`config.mk`:
```
export PLATFORM = sky130hd
export DESIGN_NAME = sar_search
export DESIGN_NICKNAME = d
export VERILOG_FILES = /design/src/rtl/sar_search.sv
export SDC_FILE = /design/constraint.sdc
export NUM_CORES = 1
export LEC_CHECK = 0
export BUFFER_PORTS_ARGS = -buffer_cell sky130_fd_sc_hd__buf_2
export CORE_AREA = 2 2 54 56
export CTS_BUF_LIST = sky130_fd_sc_hd__clkbuf_4
export DETAILED_ROUTE_END_ITERATION = 12
export DIE_AREA = 0 0 56 58
export HOLD_SLACK_MARGIN = 0.03
export PLACE_DENSITY = 0.77
export SLEW_MARGIN = 40
export SYNTH_ARGS = -nofsm -noshare
export SYNTH_HDL_FRONTEND = slang
export SYNTH_SLANG_ARGS = --single-unit
```
`constraint.sdc`:
```
create_clock -name clk -period 2.3 [get_ports clk]
set_input_delay 0.115 -clock clk [delete_from_list [all_inputs] [get_ports clk]]
set_output_delay 0.115 -clock clk [all_outputs]
set_load 0.1 [all_outputs]
```
`src/rtl/sar_search.sv`:
```
// Successive-approximation search initiator: issues candidate guesses to an external
// comparator and binary-searches to its hidden target. Optional SAR_ITER_COUNT_EN adds iter_count.
module sar_search #(
    parameter int unsigned WIDTH = 4
) (
    input  logic             clk,
    input  logic             rst,
    input  logic             start,
    output logic [WIDTH-1:0] guess,
    output logic             guess_valid,
    input  logic             resp_valid,
    input  logic             resp_gt,
    input  logic             resp_lt,
    input  logic             resp_eq,
    output logic             busy,
    output logic             done,
    output logic [WIDTH-1:0] found,
    output logic             err
`ifdef SAR_ITER_COUNT_EN
    ,
    output logic [7:0]       iter_count
`endif
);

    localparam int unsigned WP1 = WIDTH + 1;

    typedef enum logic [2:0] {
        S_IDLE,
        S_NEXT,
        S_QUERY,
        S_DONE,
        S_ERR
    } state_t;

    state_t           r_state, w_state_nxt;
    logic [WP1-1:0]   r_lo, r_hi, w_lo_nxt, w_hi_nxt;
    logic [WP1-1:0]   w_mid, w_guess_ext;
    logic [WIDTH-1:0] r_guess, r_found, w_guess_nxt, w_found_nxt;
    logic             r_guess_valid, r_busy, r_done, r_err;
    logic             w_start_acc, w_accept, w_onehot;

    assign w_start_acc = (r_state == S_IDLE) && start;
    assign w_accept    = (r_state == S_QUERY) && resp_valid;
    assign w_onehot    = $onehot({resp_gt, resp_lt, resp_eq});
    assign w_mid       = r_lo + ((r_hi - r_lo) >> 1);
    assign w_guess_ext = {1'b0, r_guess};

    // Next-state and datapath update; range-exhaustion checks keep lo/hi from wrapping
    always_comb begin
        w_state_nxt = r_state;
        w_lo_nxt    = r_lo;
        w_hi_nxt    = r_hi;
        w_guess_nxt = r_guess;
        w_found_nxt = r_found;
        case (r_state)
            S_IDLE: begin
                if (w_start_acc) begin
                    w_lo_nxt    = '0;
                    w_hi_nxt    = WP1'((32'd1 << WIDTH) - 32'd1);
                    w_state_nxt = S_NEXT;
                end
            end
            S_NEXT: begin
                w_guess_nxt = WIDTH'(w_mid);
                w_state_nxt = S_QUERY;
            end
            S_QUERY: begin
                if (w_accept) begin
                    if (!w_onehot) begin
                        w_state_nxt = S_ERR;
                    end else if (resp_eq) begin
                        w_found_nxt = r_guess;
                        w_state_nxt = S_DONE;
                    end else if (resp_gt) begin
                        if (w_guess_ext == r_lo) begin
                            w_state_nxt = S_ERR;
                        end else begin
                            w_hi_nxt    = w_guess_ext - WP1'(1);
                            w_state_nxt = S_NEXT;
                        end
                    end else begin
                        if (w_guess_ext == r_hi) begin
                            w_state_nxt = S_ERR;
                        end else begin
                            w_lo_nxt    = w_guess_ext + WP1'(1);
                            w_state_nxt = S_NEXT;
                        end
                    end
                end
            end
            S_DONE:  w_state_nxt = S_IDLE;
            S_ERR:   w_state_nxt = S_IDLE;
            default: w_state_nxt = S_IDLE;
        endcase
    end

    // State and registered outputs, decoded from the next state so they align with it
    always_ff @(posedge clk or posedge rst) begin
        if (rst) begin
            r_state       <= S_IDLE;
            r_lo          <= '0;
            r_hi          <= '0;
            r_guess       <= '0;
            r_found       <= '0;
            r_guess_valid <= 1'b0;
            r_busy        <= 1'b0;
            r_done        <= 1'b0;
            r_err         <= 1'b0;
        end else begin
            r_state       <= w_state_nxt;
            r_lo          <= w_lo_nxt;
            r_hi          <= w_hi_nxt;
            r_guess       <= w_guess_nxt;
            r_found       <= w_found_nxt;
            r_guess_valid <= (w_state_nxt == S_QUERY);
            r_busy        <= (w_state_nxt != S_IDLE);
            r_done        <= (w_state_nxt == S_DONE);
            r_err         <= (w_state_nxt == S_ERR);
        end
    end

    assign guess       = r_guess;
    assign guess_valid = r_guess_valid;
    assign busy        = r_busy;
    assign done        = r_done;
    assign found       = r_found;
    assign err         = r_err;

`ifdef SAR_ITER_COUNT_EN
    logic [7:0] r_iter;

    // Saturating count of accepted responses since the last accepted start
    always_ff @(posedge clk or posedge rst) begin
        if (rst) begin
            r_iter <= '0;
        end else if (w_start_acc) begin
            r_iter <= '0;
        end else if (w_accept && (r_iter != 8'hFF)) begin
            r_iter <= r_iter + 8'd1;
        end
    end

    assign iter_count = r_iter;
`endif

endmodule

```
; ---- Yosys cells after proc, flatten, opt, wreduce, memory -nomap -nowiden
; Cells that the tools add are included.
[word_totals]
in_bits = 7
register_bits = 25
wordCells = 61
out_inout_bits = 12
[classes]
addsub = 6
n_eq_ne = 16
n_reduce_logical = 8
muxes = 22
[ops]
columns = operator, count
row1 = 5-bit 2-to-1 mux, 12
row2 = 3-bit 2-to-1 mux, 7
row3 = 5-bit case mux with 2 select lines, 2
row4 = "2-bit != test, second input constant", 8
row5 = 7-bit AND reduction, 2
row6 = 4-bit by 5-bit == test with 1-bit output, 2
row7 = "3-bit by 2-bit == test with 1-bit output, second input constant", 3
row8 = 3-bit case mux with 3 select lines, 1
row9 = "4-bit by 1-bit adder with 5-bit output, second input constant", 1
row10 = "4-bit by 1-bit subtractor with 5-bit output, second input constant", 1
row11 = 5-bit subtractor, 1
row12 = 4-bit adder, 1
row13 = 4-bit AND reduction, 1
row14 = "3-bit by 1-bit == test with 1-bit output, second input constant", 1
row15 = "3-bit == test, second input constant", 1
row16 = 3-bit logical NOT, 1
row17 = 3-bit nonzero test, 1
row18 = 1-bit by 1-bit adder with 2-bit output, 1
row19 = 2-bit by 1-bit adder with 2-bit output, 1
row20 = "2-bit by 1-bit == test with 1-bit output, second input constant", 1
row21 = 1-bit logical AND, 2
row22 = 2-bit nonzero test, 1

; ---- Depth between registers and ports, before layout
[logic_depth]
word_depth = 8
mapped_depth = 9
mapped_depth_nobuf = 9

; ---- Worst setup path before layout
; OpenSTA, ideal clock, no wires.
[synth_timing]
kind = register -> register
start = register r_guess[1] (netlist: guess[1])
end = register r_hi[4]
arrival_ns = 2.054
path_stages_with_launch = 7
setup_time_ns = 0.122
slack_ns = 0.125
t_required_ns = 2.178
path_buffers = 1
path_cell_list = dfrtp_1 > buf_2 > xor2_1 > nor3_1 > nand2_1 > and3_4 > a32o_1
[synth_between]
elab_chain_len = 7
[synth_lines]
columns = item, line_no
row1 = "start, declared", 38  ; logic [WIDTH-1:0] r_guess, r_found, w_guess_nxt, w_found_nxt;
row2 = "start signal, assigned", 113  ; r_guess <= w_guess_nxt;
row3 = 4-bit by 1-bit subtractor with 5-bit output, 78  ; w_hi_nxt = w_guess_ext - WP1'(1);
row4 = 5-bit 2-to-1 mux, 75  ; if (w_guess_ext == r_lo) begin
row5 = 5-bit 2-to-1 mux, 74  ; end else if (resp_gt) begin
row6 = 5-bit 2-to-1 mux, 71  ; end else if (resp_eq) begin
row7 = 5-bit 2-to-1 mux, 69  ; if (!w_onehot) begin
row8 = 5-bit 2-to-1 mux, 68  ; if (w_accept) begin
row9 = 5-bit case mux with 2 select lines, 55  ; case (r_state)
row10 = "end signal, assigned", 112  ; r_hi <= w_hi_nxt;
row11 = "end, declared", 36  ; logic [WP1-1:0] r_lo, r_hi, w_lo_nxt, w_hi_nxt;
; Several ways; a longest one is shown, not always the timed one. The select of a mux whose other input is x is not followed.
; A chain may end at the register's enable or synchronous reset.

; ---- Worst setup path after layout
[layout_timing]
start = register r_hi[0]
end = register r_guess[2] (netlist: guess[2])
[layout_between]
elab_chain_len = 2
[layout_lines]
columns = item, line_no
row1 = 5-bit subtractor, 45  ; assign w_mid = r_lo + ((r_hi - r_lo) >> 1);
row2 = 4-bit adder, 45
; No other way between the ends.

==> flow_summary.json <==
{
  "max_cap_viol_count": 0,
  "crit_family": "adder cells",
  "synth_most_common_cell": "dfrtp_1",
  "drc": 0,
  "routed-via-count": 1150,
  "synthDistinctLibCells": 35,
  "grt_max_degree": 26,
  "dieArea_mm2": 0.00325,
  "syn_nets": 162,
  "p_leak_nw": 0.818,
  "startpoint_type": "flop",
  "syn-cell-area_mm2": 0.00154,
  "place_congestion": 0.817,
  "start_util": 0.580,
  "fin_setup_tns_ns": 0,
  "post-route-period-util": 0.950,
  "path_buf_inv": 1,
  "root_buffer": "clkbuf_4",
  "cp-end-kind": "flop",
  "antenna_cells": 0,
  "hold_viol": 0,
  "crit_required_ns": 2.53,
  "clk_latency_ns": 0.33,
  "layout_min_cycle_time_ns": 2.18,
  "crit_arrival_ns": 2.42,
  "critical_path.max_fanout": 3,
  "cp_cell_sequence": "nand2b_4, fa_1, xor2_2, inv_1, fa_1, xnor2_1, mux2_2",
  "synth_flop_cell": "dfrtp_1",
  "grt_usage": 0.213,
  "yosysSeqAreaShare": 0.405,
  "cts.clk_slew.worst_paths_ns": 0.15,
  "row_count": 19,
  "synth_edf_count": 0,
  "synthTopCellsByArea": "dfrtp_1 41%, ha_1 6.5%, xor2_1 5.7%",
  "overflow": 0,
  "htreeDepth": 1,
  "routed_wl_mm": 3.10,
  "synth_top_area_frac": 0.405,
  "antenna_left": 0,
  "syn_avg_cell_area_um2": 10.7,
  "drt_iter0_markers": 44,
  "cts_made_buffers": 3,
  "cts_buffer_depth": 2,
  "grt_pass1_wl_mm": 5.50,
  "slew_viol_final": 0,
  "ys_warn_count": 0,
  "portBuffers": 18,
  "hpwl_mm": 2.40,
  "status": "finished clean",
  "finClkSkew_ns": 0.00795,
  "hold_path.class": "in -> reg",
  "area_delta_synth_final_pct": 11.4,
  "ir_drop_v": 0.00125,
  "yosys.area.top_type": "dfrtp_1",
  "wire_per_inst_um": 15.8,
  "finalNetCount": 184,
  "rsz0062_at_grt": "false",
  "drive_gt1_frac": 0.255,
  "finalWorstSetupSlack_ns": 0.116,
  "ios": 19,
  "regArea_um2": 626,
  "syn_inst": 144,
  "async_flop_share": 1.00,
  "grt_antenna_before_repair": 0,
  "cts_tree": "yes",
  "critPathKind": "reg -> reg",
  "dr.pass1.iters": 4,
  "max_stage_delay_ns": 0.44,
  "crit_path_top_delay_cell": "dfrtp_1",
  "maxSlewHeadroom": 0.633,
  "setup_viol": 0,
  "grt_pass1_vias": 1221,
  "fmaxAchievable_mhz": 458,
  "yosys-top-cells-count": "25 x dfrtp_1, 13 x inv_1, 10 x xor2_1",
  "fillers": 195,
  "die_y_um": 58,
  "cpMostUsedCell": "fa_1",
  "core-area_mm2": 0.00266,
  "power_density_mw_per_mm2": 1340,
  "worst_pin_slew_ns": 0.546,
  "synth_seq_cells": 25,
  "pre_cts_slack_ns": 0.0601,
  "cts_num_sinks": 25,
  "via_per_inst": 5.87,
  "fp.dieW_um": 56,
  "multiInputGateArea_um2": 850
}
-- worst paths after layout --
kind,cells after the start,end,slack (ns),start
min in group asynchronous,3,found[0],0.34,rst
setup reg to reg,7,guess[2],0.12,r_hi[0]
hold reg to reg,1,found[0],0.53,found[0]
setup / recovery,7,guess[2],0.12,r_hi[0]
max in group asynchronous,3,r_hi[1],1.60,rst
hold / removal,2,err,0.06,resp_valid
-- area by class of cell --
cell class / instances / share of cell area
multi-input combinational: 100 / 0.494
sequential: 25 / 0.364
timing repair buffer: 22 / 0.0713
inverter: 14 / 0.0305
tap: 31 / 0.0225
clock buffer: 3 / 0.0131
clock inverter: 1 / 0.00509
-- registers in the layout (all words and copies together), names as in the netlist --
register,cells
found,4
r_hi,5
guess_valid,1
r_lo,5
r_state,3
done,1
guess,4
busy,1
err,1
-- worst reg2reg max path, stage by stage, from the launching register on --
cell and delay (ns):
dfrtp_1 0.44, nand2b_4 0.16, fa_1 0.42, xor2_2 0.17
inv_1 0.07, fa_1 0.40, xnor2_1 0.15, mux2_2 0.27
-- per-stage QoR --
stage / hold slack, ns / power, mW / instance area [um^2] / util / cells
floorplan: 0.142 / 1.87 / 1540 / - / 144
global placement: 0.366 / 2.05 / 1650 / 0.619 / 189
detailed placement: 0.186 / 2.09 / 1650 / 0.619 / 189
CTS: 0.0631 / 2.30 / 1690 / 0.635 / 194
global route: 0.0499 / 2.45 / 1720 / 0.646 / 196
finish: 0.0615 / 2.31 / 1720 / 0.646 / 196
-- routing by layer --
metal | up-vias | routed length [um] | track usage
met5 | - | 0 | 0
met3 | 7 | 137 | 0.0313
met2 | 35 | 1530 | 0.368
li1 | 540 | - | -
met4 | 0 | 44 | 0.0646
met1 | 568 | 1390 | 0.279
-- kinds of logic (layout without fill, tap and decap cells) --
family | count (synthesis) | after routing | synth area share
flops | 25 | 25 | 0.405
simple gates | 31 | 31 | 0.113
fa+ha+maj | 11 | 11 | 0.104
xor+xnor | 19 | 19 | 0.108
compound gates | 33 | 33 | 0.162
buf+inv | 19 | 40 | 0.0543
mux | 6 | 6 | 0.0535
-- placed cells by master (no fill, tap or decap), types with 2 or more instances in the layout --
cell,n
nor2_1,7
buf_4,3
o21ai_0,4
a21o_1,4
a21oi_1,6
mux2_4,4
clkbuf_4,3
fa_1,3
mux2_2,2
inv_2,3
buf_2,18
o2111a_1,2
nand3_1,2
ha_1,8
nand2_1,8
xnor2_1,9
o2bb2ai_1,4
a2bb2oi_1,4
a211oi_1,3
nand2b_4,2
a32o_1,2
nor3_1,6
xor2_1,9
dfrtp_1,25
inv_1,11
-- where the power goes --
group          total (mW)  internal [mW]  switching [mW]  leakage [nW]
clock network       0.212         0.0709           0.142        0.0183
logic                1.36          0.379           0.976         0.498
registers           0.745          0.551           0.194         0.302
total                2.31           1.00            1.31         0.818
-- timing repair --
action | in CTS | in global routing
hold buffers | 1 | 0
gates resized for setup | 0 | 3
setup buffers | 0 | 2
endpoints found under the setup margin | 0 | 2
hold endpoints to repair | 25 | 0
(Power assumes the default switching activity.)
